`config.mk`:
```
export PLATFORM = sky130hd
export DESIGN_NAME = muldiv_unit_flat
export DESIGN_NICKNAME = d
export VERILOG_FILES = /design/src/rtl/muldiv_pkg.sv /design/src/rtl/muldiv_if.sv /design/src/rtl/muldiv_unit_cond_negate_64b.sv /design/src/rtl/muldiv_unit.sv /design/src/flat_wrapper.sv
export SDC_FILE = /design/constraint.sdc
export NUM_CORES = 1
export LEC_CHECK = 0
export BUFFER_PORTS_ARGS = -buffer_cell sky130_fd_sc_hd__buf_2
export CAP_MARGIN = 20
export CORE_MARGIN = 3
export CORE_UTILIZATION = 62
export DETAILED_ROUTE_END_ITERATION = 10
export HOLD_SLACK_MARGIN = 0.1
export PLACE_DENSITY = 0.94
export SETUP_SLACK_MARGIN = 0.05
export SYNTH_ARGS = -nofsm -noshare
export SYNTH_HDL_FRONTEND = slang
export SYNTH_HIERARCHICAL = 1
export SYNTH_SLANG_ARGS = --single-unit
```
`constraint.sdc`:
```
create_clock -name clk -period 4.9 [get_ports clk]
set_input_delay 1.225 -clock clk [delete_from_list [all_inputs] [get_ports clk]]
set_output_delay 1.225 -clock clk [all_outputs]
set_load 0.02 [all_outputs]
```
`src/rtl/muldiv_pkg.sv`:
```
// Shared encodings and sizes for the iterative multiply/divide unit.
package muldiv_pkg;
  localparam int WIDTH = 32;
  localparam int ITER  = 32;

  typedef enum logic [1:0] {
    OP_MULT  = 2'b00,
    OP_MULTU = 2'b01,
    OP_DIV   = 2'b10,
    OP_DIVU  = 2'b11
  } muldiv_op_e;

  typedef enum logic [1:0] {
    IDLE = 2'd0,
    RUN  = 2'd1,
    FIX  = 2'd2
  } muldiv_state_e;
endpackage

```
`src/rtl/muldiv_if.sv`:
```
// Execute-stage port bundle between the pipeline and the multiply/divide unit.
interface muldiv_if;
  import muldiv_pkg::*;

  // start is taken only while busy is low and flush is low; the op then owns the
  // unit until done pulses (or a flush), and busy stalls the pipeline meanwhile.
  logic             start;
  logic [1:0]       op;
  logic [WIDTH-1:0] a;
  logic [WIDTH-1:0] b;
  logic             flush;
  logic             hi_we;
  logic             lo_we;
  logic [WIDTH-1:0] wdata;
  logic             busy;
  logic             done;
  logic             div_by_zero;
  logic [WIDTH-1:0] hi;
  logic [WIDTH-1:0] lo;
  muldiv_state_e    dbg_state;

  modport master (
    output start, op, a, b, flush, hi_we, lo_we, wdata,
    input  busy, done, div_by_zero, hi, lo, dbg_state
  );

  modport slave (
    input  start, op, a, b, flush, hi_we, lo_we, wdata,
    output busy, done, div_by_zero, hi, lo, dbg_state
  );
endinterface

```
`src/rtl/muldiv_unit_cond_negate_64b.sv`:
```
// Conditional two's-complement negate, shared by operand abs and result sign fix.
module cond_negate_64b (
  input  logic        neg,
  input  logic [63:0] din,
  output logic [63:0] dout
);
  assign dout = neg ? (~din + 64'd1) : din;
endmodule

```
`src/rtl/muldiv_unit.sv`:
```
// Iterative MULT/MULTU/DIV/DIVU unit owning HI/LO: one radix-2 step per clock,
// magnitudes in the loop and sign correction in a final FIX cycle.
module muldiv_unit #(
  parameter int WIDTH = 32,
  parameter int CNT_W = 6
) (
  input  logic     clk,
  input  logic     rst_n,
  muldiv_if.slave  bus
);
  import muldiv_pkg::*;

  muldiv_state_e    state, state_nxt;
  logic [63:0]      acc, acc_step;
  logic [WIDTH-1:0] mag;
  logic             is_div, neg_q, neg_r, dz;
  logic [CNT_W-1:0] cnt;
  logic [WIDTH-1:0] hi_q, lo_q;
  logic             done_q, dbz_q;

  logic             accept, is_div_in, signed_in, dz_in;
  logic             busy, run_step, fix_commit;
  logic [63:0]      a_abs64, b_abs64, res64, rem64;
  logic [32:0]      mul_sum, div_sh, div_diff;
  logic [WIDTH-1:0] res_hi, res_lo;
  logic             unused_bits;

  assign is_div_in = bus.op[1];
  assign signed_in = ~bus.op[0];
  assign dz_in     = is_div_in && (bus.b == '0);
  assign accept    = (state == IDLE) && bus.start && !bus.flush;

  cond_negate_64b u_abs_a (.neg(signed_in & bus.a[WIDTH-1]), .din({{WIDTH{1'b0}}, bus.a}), .dout(a_abs64));
  cond_negate_64b u_abs_b (.neg(signed_in & bus.b[WIDTH-1]), .din({{WIDTH{1'b0}}, bus.b}), .dout(b_abs64));

  // Multiply adds into the top half then shifts right; divide shifts left and
  // keeps the trial subtraction only when it does not borrow.
  always_comb begin
    mul_sum  = {1'b0, acc[63:32]} + {1'b0, mag};
    div_sh   = acc[63:31];
    div_diff = div_sh - {1'b0, mag};
    if (is_div) begin
      acc_step = div_diff[32] ? {div_sh[31:0], acc[30:0], 1'b0}
                              : {div_diff[31:0], acc[30:0], 1'b1};
    end else begin
      acc_step = acc[0] ? {mul_sum, acc[31:1]} : {1'b0, acc[63:1]};
    end
  end

  cond_negate_64b u_fix_res (.neg(neg_q), .din(is_div ? {{WIDTH{1'b0}}, acc[31:0]} : acc), .dout(res64));
  cond_negate_64b u_fix_rem (.neg(neg_r), .din({{WIDTH{1'b0}}, acc[63:32]}), .dout(rem64));

  assign res_hi      = is_div ? rem64[31:0] : res64[63:32];
  assign res_lo      = res64[31:0];
  assign unused_bits = ^{a_abs64[63:32], b_abs64[63:32], rem64[63:32]};

  always_ff @(posedge clk or negedge rst_n) begin
    if (!rst_n) state <= IDLE;
    else        state <= state_nxt;
  end

  always_comb begin
    state_nxt = state;
    case (state)
      IDLE:    if (accept) state_nxt = dz_in ? FIX : RUN;
      RUN:     if (bus.flush) state_nxt = IDLE;
               else if (cnt == CNT_W'(ITER - 1)) state_nxt = FIX;
      FIX:     state_nxt = IDLE;
      default: state_nxt = IDLE;
    endcase
  end

  always_comb begin
    busy       = (state != IDLE);
    run_step   = (state == RUN) && !bus.flush;
    fix_commit = (state == FIX) && !bus.flush;
  end

  always_ff @(posedge clk or negedge rst_n) begin
    if (!rst_n) begin
      acc    <= '0;
      mag    <= '0;
      is_div <= 1'b0;
      neg_q  <= 1'b0;
      neg_r  <= 1'b0;
      dz     <= 1'b0;
      cnt    <= '0;
      hi_q   <= '0;
      lo_q   <= '0;
      done_q <= 1'b0;
      dbz_q  <= 1'b0;
    end else begin
      done_q <= 1'b0;
      if (accept) begin
        acc    <= is_div_in ? {{WIDTH{1'b0}}, a_abs64[31:0]} : {{WIDTH{1'b0}}, b_abs64[31:0]};
        mag    <= is_div_in ? b_abs64[31:0] : a_abs64[31:0];
        is_div <= is_div_in;
        neg_q  <= signed_in & (bus.a[WIDTH-1] ^ bus.b[WIDTH-1]);
        neg_r  <= signed_in & is_div_in & bus.a[WIDTH-1];
        dz     <= dz_in;
        cnt    <= '0;
        dbz_q  <= 1'b0;
      end else if (state == IDLE) begin
        if (bus.hi_we) hi_q <= bus.wdata;
        if (bus.lo_we) lo_q <= bus.wdata;
      end
      if (run_step) begin
        acc <= acc_step;
        cnt <= cnt + CNT_W'(1);
      end
      if (fix_commit) begin
        done_q <= 1'b1;
        if (dz) begin
          dbz_q <= 1'b1;
        end else begin
          hi_q <= res_hi;
          lo_q <= res_lo;
        end
      end
    end
  end

  assign bus.busy        = busy;
  assign bus.done        = done_q;
  assign bus.div_by_zero = dbz_q;
  assign bus.hi          = hi_q;
  assign bus.lo          = lo_q;
  assign bus.dbg_state   = state;
endmodule
```
`src/flat_wrapper.sv`:
```
// flat-port wrapper written by rule: the top's interface ports become plain ports
module muldiv_unit_flat import muldiv_pkg::*;
#(
  parameter int WIDTH = 32,
  parameter int CNT_W = 6
)
  (clk, rst_n, bus_start, bus_op, bus_a, bus_b, bus_flush, bus_hi_we, bus_lo_we, bus_wdata, bus_busy, bus_done, bus_div_by_zero, bus_hi, bus_lo, bus_dbg_state);
  muldiv_if bus_i ();
  input  logic clk;
  input  logic rst_n;
  input wire logic [$bits(bus_i.start)-1:0] bus_start;
  input wire logic [$bits(bus_i.op)-1:0] bus_op;
  input wire logic [$bits(bus_i.a)-1:0] bus_a;
  input wire logic [$bits(bus_i.b)-1:0] bus_b;
  input wire logic [$bits(bus_i.flush)-1:0] bus_flush;
  input wire logic [$bits(bus_i.hi_we)-1:0] bus_hi_we;
  input wire logic [$bits(bus_i.lo_we)-1:0] bus_lo_we;
  input wire logic [$bits(bus_i.wdata)-1:0] bus_wdata;
  output wire logic [$bits(bus_i.busy)-1:0] bus_busy;
  output wire logic [$bits(bus_i.done)-1:0] bus_done;
  output wire logic [$bits(bus_i.div_by_zero)-1:0] bus_div_by_zero;
  output wire logic [$bits(bus_i.hi)-1:0] bus_hi;
  output wire logic [$bits(bus_i.lo)-1:0] bus_lo;
  output wire logic [$bits(bus_i.dbg_state)-1:0] bus_dbg_state;
  assign bus_i.start = bus_start;
  assign bus_i.op = bus_op;
  assign bus_i.a = bus_a;
  assign bus_i.b = bus_b;
  assign bus_i.flush = bus_flush;
  assign bus_i.hi_we = bus_hi_we;
  assign bus_i.lo_we = bus_lo_we;
  assign bus_i.wdata = bus_wdata;
  assign bus_busy = bus_i.busy;
  assign bus_done = bus_i.done;
  assign bus_div_by_zero = bus_i.div_by_zero;
  assign bus_hi = bus_i.hi;
  assign bus_lo = bus_i.lo;
  assign bus_dbg_state = bus_i.dbg_state;
  muldiv_unit #(.WIDTH(WIDTH), .CNT_W(CNT_W)) u_core (.clk(clk), .rst_n(rst_n), .bus(bus_i));
endmodule
```
==> results.toml, run 1 <==
[setup_path]
critical_path.top_delay_family = "compound AO/OA/AOI/OAI gates"
cp-start-kind = "flip-flop"
r2r_slack_ns = 1.01
critical-path-slowest-cell = "sky130_fd_sc_hd__buf_4"
worstPathMaxFanout = 52
timing.critical_path.to_type = "flip-flop"
arrival_ns = 4.21
worstReg2RegStart = "u_core/acc[31]"
worstReg2RegEnd = "u_core/acc[37]"
critical_path_required_ns = 5.23
worstRegToRegCells = 13
critPathBufInv = 2
slowest_delay_ns = 0.55
path_cells = "inv_1 > ha_1 > fa_1 > nor2b_1 > o31a_1 > o211ai_1 > and3b_1 > o21a_1 > o211ai_4 > buf_4 > mux2i_1 > a21oi_1 > a22o_1"
criticalPathCategory = "reg2reg"

[timing]
finClkSkew_ns = 0.0224
rsz0062_at_grt = "no"
worst_hold_slack_ns = 0.506
max_slew_margin_vs_limit_pct = 28.1
finalCriticalPeriod_ns = 3.89
worst_slew_pin_slew_ns = 1.07
finalSetupViolations = 0
final_hold_viol_count = 0
final_max_slew_viol_count = 0
max_clock_freq_mhz = 257
min_period_over_period_pct = 79.3
totalNegativeSetupSlack_ns = 0

[routing]
route.detailed.wl_per_inst_um = 23.6
detail-route-antenna-nets = 0
drt_drc_violations_left = 0
wl_um = 59800
dr.first_iter.drc_count = 2904
num_vias = 17677
drt-vias-per-instance = 6.98
detail_route.first_pass.iterations = 9

[finish]
final_cell_count_no_fill = 2532
total_inserted_antenna_cells = 0
layout-drive-gt1-share_pct = 15.6
nNetsFinal = 2322
syn2layout_area_growth_pct = 9.44

[floorplanning]
fp.dieW_um = 172
area_of_the_die_um2 = 29700
design.core.area_um2 = 27100
placementRows = 60
initial_utilization_pct = 63.3
die_y_um = 172
boundaryPins = 173

[grt]
first_pass_grt_wire_length_um = 90300
grt_most_used_layer = "met2"
use_met3_pct = 9.90
grt.met2_usage_pct = 57.6
vias_in_the_first_global_route = 16158
global_route_usage_over_all_layers_pct = 38.5
grt_antenna_before_repair = 1
remaining_overflow_grt = 0
grt_start_max_net_pins = 101
use_met1_pct = 51.0

[min_path]
hold_start = "u_core/cnt[5]"
hold-path-endpoint = "u_core/cnt[5]"
worst_hold_path_type = "reg2reg"
hold_path_depth = 1

[synth]
synth_nets = 2246
post_synth.cell_area_avg_um2 = 8.29
synthesis.area_um2 = 17200
yosys_warnings = 6
synth_cells = 2071

[clocking]
post_cts_resize_count = 0
post-cts-setup-buffer-count = 0
clock_latency_ns = 0.46
cts_buffer_depth = 2
cts-htree-levels = 4
clkTransAtPathRegs_ns = 0.08
cts_hold_repair.buffers = 0
cts_num_sinks = 174
clock_tree_from_tritoncts = "yes"
cts_root_buffer = "sky130_fd_sc_hd__clkbuf_16"
cts_buffer_count = 17

[placement]
hpwlAfterDp_um = 44000
buffer_ports.inserted = 172
dpl.cell_count = 2499
gpl.final_weighted_congestion = 1.01

[flow_run]
drv.max_cap_violation_count = 0

[run_status]
run_status = "complete, no violations"

[power]
p_leak_nw = 8.13
power.total_w = 0.0102
ir_drop_mv = 0.264
p_per_area_nw_per_um2 = 541
metal layers:
metal	part of all wire (%)	up-vias
met5	0.022	-
met4	6.1	2
met3	13	288
met2	43	1388
met1	38	8254
li1	-	7745
how the worst max path moves through the flow:
| stage | start | to | slack (ns) | cells past startpoint |
|---|---|---|---|---|
| floorplan | u_core/is_div | u_core/bus.hi[28] | 1.53 | 12 |
| global placement | bus_a[4] | u_core/acc[11] | 1.26 | 8 |
| detailed placement | bus_a[4] | u_core/acc[11] | 1.15 | 8 |
| CTS | u_core/acc[31] | u_core/acc[37] | 1.10 | 13 |
| global route | u_core/acc[31] | u_core/acc[35] | 0.84 | 13 |
| finish | u_core/acc[31] | u_core/acc[37] | 1.01 | 13 |
cell usage in the layout, fill, tap and decap left out, types with 17 or more instances in the layout:
cell type                   instances
sky130_fd_sc_hd__or3_1             19
sky130_fd_sc_hd__a21oi_1           96
sky130_fd_sc_hd__dfrtp_1          172
sky130_fd_sc_hd__a31oi_1           44
sky130_fd_sc_hd__a221oi_1          18
sky130_fd_sc_hd__a211oi_1          51
sky130_fd_sc_hd__nand2_1          271
sky130_fd_sc_hd__o21ai_0          154
sky130_fd_sc_hd__buf_2            170
sky130_fd_sc_hd__nor2_1            97
sky130_fd_sc_hd__o31ai_1           60
sky130_fd_sc_hd__nor3_1            18
sky130_fd_sc_hd__o221ai_1          22
sky130_fd_sc_hd__buf_4             21
sky130_fd_sc_hd__inv_1             70
sky130_fd_sc_hd__o41ai_1           20
sky130_fd_sc_hd__or4_4             18
sky130_fd_sc_hd__mux2i_1          148
sky130_fd_sc_hd__nand3_1           20
sky130_fd_sc_hd__clkbuf_16         17
sky130_fd_sc_hd__xor2_1            26
sky130_fd_sc_hd__nor2b_1           76
sky130_fd_sc_hd__a21o_1            35
sky130_fd_sc_hd__ha_1              69
sky130_fd_sc_hd__xnor2_1          179
power breakdown:
| group | switching [W] | internal, W | total [W] |
|---|---|---|---|
| Clock | 0.000728 | 0.000748 | 0.00148 |
| Sequential | 0.000866 | 0.00179 | 0.00266 |
| Combinational | 0.00365 | 0.00238 | 0.00603 |
flip-flops by register name, indices dropped and copies added (netlist names), 2 cells and up:
register              cells
u_core/bus.hi            32
u_core/cnt                6
u_core/mag               32
u_core/bus.lo            32
u_core/bus.dbg_state      2
u_core/acc               64
area by class of cell:
type	count	area, µm²
clock buffers	17	425
clock inverters	15	215
fillers	2047	8320
inverters	71	267
multi-input cells	1689	12000
flip-flops and latches	174	4360
well taps	372	465
repair buffers	194	1070
metrics by stage:
stage | setup slack, ns | utilization [%] | instance area [µm²]
after floorplan | 1.53 | - | 17200
after global placement | 1.26 | 66.8 | 18100
after detailed placement | 1.15 | 66.9 | 18100
after CTS | 1.10 | 69.2 | 18800
after global routing | 0.840 | 69.3 | 18800
final | 1.01 | 69.3 | 18800
(Power assumes the default switching activity.)
==> run 2, diff against run 1 <==
--- a/config.mk
+++ b/config.mk
@@ -5,13 +5,14 @@
 export SDC_FILE = /design/constraint.sdc
 export NUM_CORES = 1
 export LEC_CHECK = 0
+export ABC_AREA = 1
 export BUFFER_PORTS_ARGS = -buffer_cell sky130_fd_sc_hd__buf_2
 export CAP_MARGIN = 20
 export CORE_MARGIN = 3
-export CORE_UTILIZATION = 62
+export CORE_UTILIZATION = 57
 export DETAILED_ROUTE_END_ITERATION = 10
 export HOLD_SLACK_MARGIN = 0.1
-export PLACE_DENSITY = 0.94
+export PLACE_DENSITY = 0.91
 export SETUP_SLACK_MARGIN = 0.05
 export SYNTH_ARGS = -nofsm -noshare
 export SYNTH_HDL_FRONTEND = slang
==> constraint.sdc (replaced) <==
create_clock -name clk -period 3.2 [get_ports clk]
set_input_delay 0.8 -clock clk [delete_from_list [all_inputs] [get_ports clk]]
set_output_delay 0.8 -clock clk [all_outputs]
set_load 0.02 [all_outputs]
==> run 2 against run 1 <==
  * Clock-buffer cell count did not move
  * Critical path depth rose by 6
  * Clock skew fell by 0.014 ns
  * Global-route usage fell by 1.5 points
  * Synthesized cell count rose by 57%
  * Die area rose by 27%
  * Highest routed layer is now met4
  * Non-clock buffer count rose by 46
  * Area after synthesis rose by 18%
  * Cell area rose by 18%
  * Via count rose by 30%
  * Worst hold slack got worse by 0.18 ns
==> results.toml, run 2 <==
[timing]
max_clock_freq_mhz = 335
finalCriticalPeriod_ns = 2.98
pnr_worst_setup_slack_ns = 0.219
finClkSkew_ns = 0.00840
rsz0062_at_grt = "no"
final_hold_viol_count = 0
finalSetupViolations = 0
totalNegativeSetupSlack_ns = 0
worst_hold_slack_ns = 0.326
min_period_over_period_pct = 93.2
worst_slew_pin_slew_ns = 0.898
max_slew_margin_vs_limit_pct = 39.7
final_max_slew_viol_count = 0

[placement]
dpl_worst_slack_ns = 0.251
gpl.final_weighted_congestion = 1.04
hpwlAfterDp_um = 58800
placedInstanceArea_um2 = 21600
buffer_ports.inserted = 172

[finish]
register_area_um2 = 4360
number_of_fill_cells = 3253
area_of_the_multi_input_gates_um2 = 13800
layout_commonest_cell = "sky130_fd_sc_hd__nand2_1"
register_with_the_highest_flop_count = "u_core/acc"
nNetsFinal = 3542
layout-drive-gt1-share_pct = 14.8
total_inserted_antenna_cells = 0
largest_reg_flops = 64
final_area_um2 = 22200
most_frequent_cells_in_the_layout = "sky130_fd_sc_hd__nand2_1, sky130_fd_sc_hd__inv_1, sky130_fd_sc_hd__nor2_1"
syn2layout_area_growth_pct = 9.81

[routing]
detail-route-antenna-nets = 0
num_vias = 22915
route.detailed.wl_per_inst_um = 19.2
dr.first_iter.drc_count = 3028
drt_drc_violations_left = 0
detail_route.first_pass.iterations = 8
wl_um = 73800
drt-vias-per-instance = 5.98

[clocking]
clkTransAtPathRegs_ns = 0.08
clock_tree_from_tritoncts = "yes"
post-cts-setup-buffer-count = 0
cts_buffer_depth = 2
cts-htree-levels = 4
cts_num_sinks = 174
cts_root_buffer = "sky130_fd_sc_hd__clkbuf_16"
clock_latency_ns = 0.45
cts_buffer_count = 17

[synth]
synthesis.area_um2 = 20300
post_synth.cell_area_avg_um2 = 6.22
yosys_warnings = 6
synth_cells = 3254
synth_nets = 3429

[flow_run]
drv.max_cap_violation_count = 0

[setup_path]
cp-start-kind = "flip-flop"
timing.critical_path.to_type = "flip-flop"
cp-endpoint = "u_core/acc[49]"
worstReg2RegStart = "u_core/acc[31]"
worstReg2RegEnd = "u_core/acc[49]"
critical_path_required_ns = 3.54
worstPathMaxFanout = 16
arrival_ns = 3.32
critPathLaunch = "u_core/acc[31]"
r2r_slack_ns = 0.22
criticalPathCategory = "reg2reg"
worstRegToRegCells = 19

[power]
intPower_w = 0.00863
ir_drop_mv = 0.486
p_switching_w = 0.0120
pwr-share-clk_pct = 10.6
p_per_area_nw_per_um2 = 928
sequential_group_share_of_total_power_pct = 18.8
power.share.combinational_pct = 70.7
p_leak_nw = 11.0
power.share.switching_pct = 58.2

[grt]
global_route_usage_over_all_layers_pct = 37.0
grt_antenna_before_repair = 0
vias_in_the_first_global_route = 20628
grt_start_max_net_pins = 93
remaining_overflow_grt = 0
first_pass_grt_wire_length_um = 112000

[floorplanning]
placementRows = 68
die_y_um = 195
boundaryPins = 173
design.core.area_um2 = 34800
area_of_the_die_um2 = 37800
initial_utilization_pct = 58.2
fp.dieW_um = 195

[run_status]
run_status = "complete, no violations"

[min_path]
worst_hold_path_type = "in2async"
==> run 2: layout make-up <==
type	count	share of cell area, %
flip-flops and latches	174	19.6
clock buffers	17	1.91
inverters	394	6.65
well taps	455	2.56
repair buffers	240	6.66
clock inverters	15	0.759
multi-input cells	2540	61.9
==> run 2: routing by layer <==
metal  vias to the layer above  track usage, %  share of wire (%)
li1                      10752               -                  -
met1                     10398            50.1                 39
met2                      1533            57.0                 43
met3                       232            6.47                 12
met4                         0            18.6                5.7
met5                         -               0                  0
==> run 2: worst max-delay path, stage by stage (launching register included) <==
cell and delay [ns]:
sky130_fd_sc_hd__dfrtp_1 0.44, sky130_fd_sc_hd__inv_1 0.12, sky130_fd_sc_hd__ha_1 0.24, sky130_fd_sc_hd__fa_1 0.41, sky130_fd_sc_hd__inv_1 0.09, sky130_fd_sc_hd__nand2_1 0.05
sky130_fd_sc_hd__nand2_1 0.11, sky130_fd_sc_hd__nand3_1 0.10, sky130_fd_sc_hd__nand2_2 0.13, sky130_fd_sc_hd__nand2_2 0.08, sky130_fd_sc_hd__nand2_4 0.09, sky130_fd_sc_hd__nand2_4 0.06
sky130_fd_sc_hd__nand2_2 0.09, sky130_fd_sc_hd__nand2_4 0.14, sky130_fd_sc_hd__nand2_8 0.16, sky130_fd_sc_hd__inv_2 0.18, sky130_fd_sc_hd__nand2_1 0.12, sky130_fd_sc_hd__nand3_1 0.09
sky130_fd_sc_hd__nand2_1 0.10, sky130_fd_sc_hd__nand2_1 0.06
==> run 2: what timing repair did <==
action                     in CTS  in global routing
hold buffers                    0                  0
resized for setup               0                  2
hold endpoints to repair        0                  0
setup endpoints to repair       0                 15
==> run 2: per-stage QoR <==
| stage | instances | util, % | total power (W) |
|---|---|---|---|
| 2_1_floorplan | 3254 | - | 0.0138 |
| 3_3_place_gp | 3803 | 62.2 | 0.0177 |
| 3_5_place_dp | 3803 | 62.2 | 0.0178 |
| 4_1_cts | 3835 | 63.9 | 0.0201 |
| 5_1_grt | 3835 | 63.9 | 0.0220 |
| 6_report | 3835 | 63.9 | 0.0206 |
==> run 2: worst min-delay path by stage <==
stage                                start  depth (start not counted)                      to
finish                               rst_n                          1          u_core/acc[47]
global route                         rst_n                          1          u_core/acc[47]
CTS                                  rst_n                          1          u_core/mag[27]
detailed placement  u_core/bus.div_by_zero                          2  u_core/bus.div_by_zero
global placement    u_core/bus.div_by_zero                          2  u_core/bus.div_by_zero
floorplan                     u_core/neg_r                          2            u_core/neg_r
==> run 2: power by group through the flow <==
stage | logic (W) | registers, W | clock network [W]
2_1_floorplan | 0.00978 | 0.00399 | 0
3_3_place_gp | 0.0139 | 0.00382 | 0
3_5_place_dp | 0.0140 | 0.00384 | 0
4_1_cts | 0.0141 | 0.00381 | 0.00218
5_1_grt | 0.0158 | 0.00393 | 0.00227
6_report | 0.0146 | 0.00387 | 0.00218
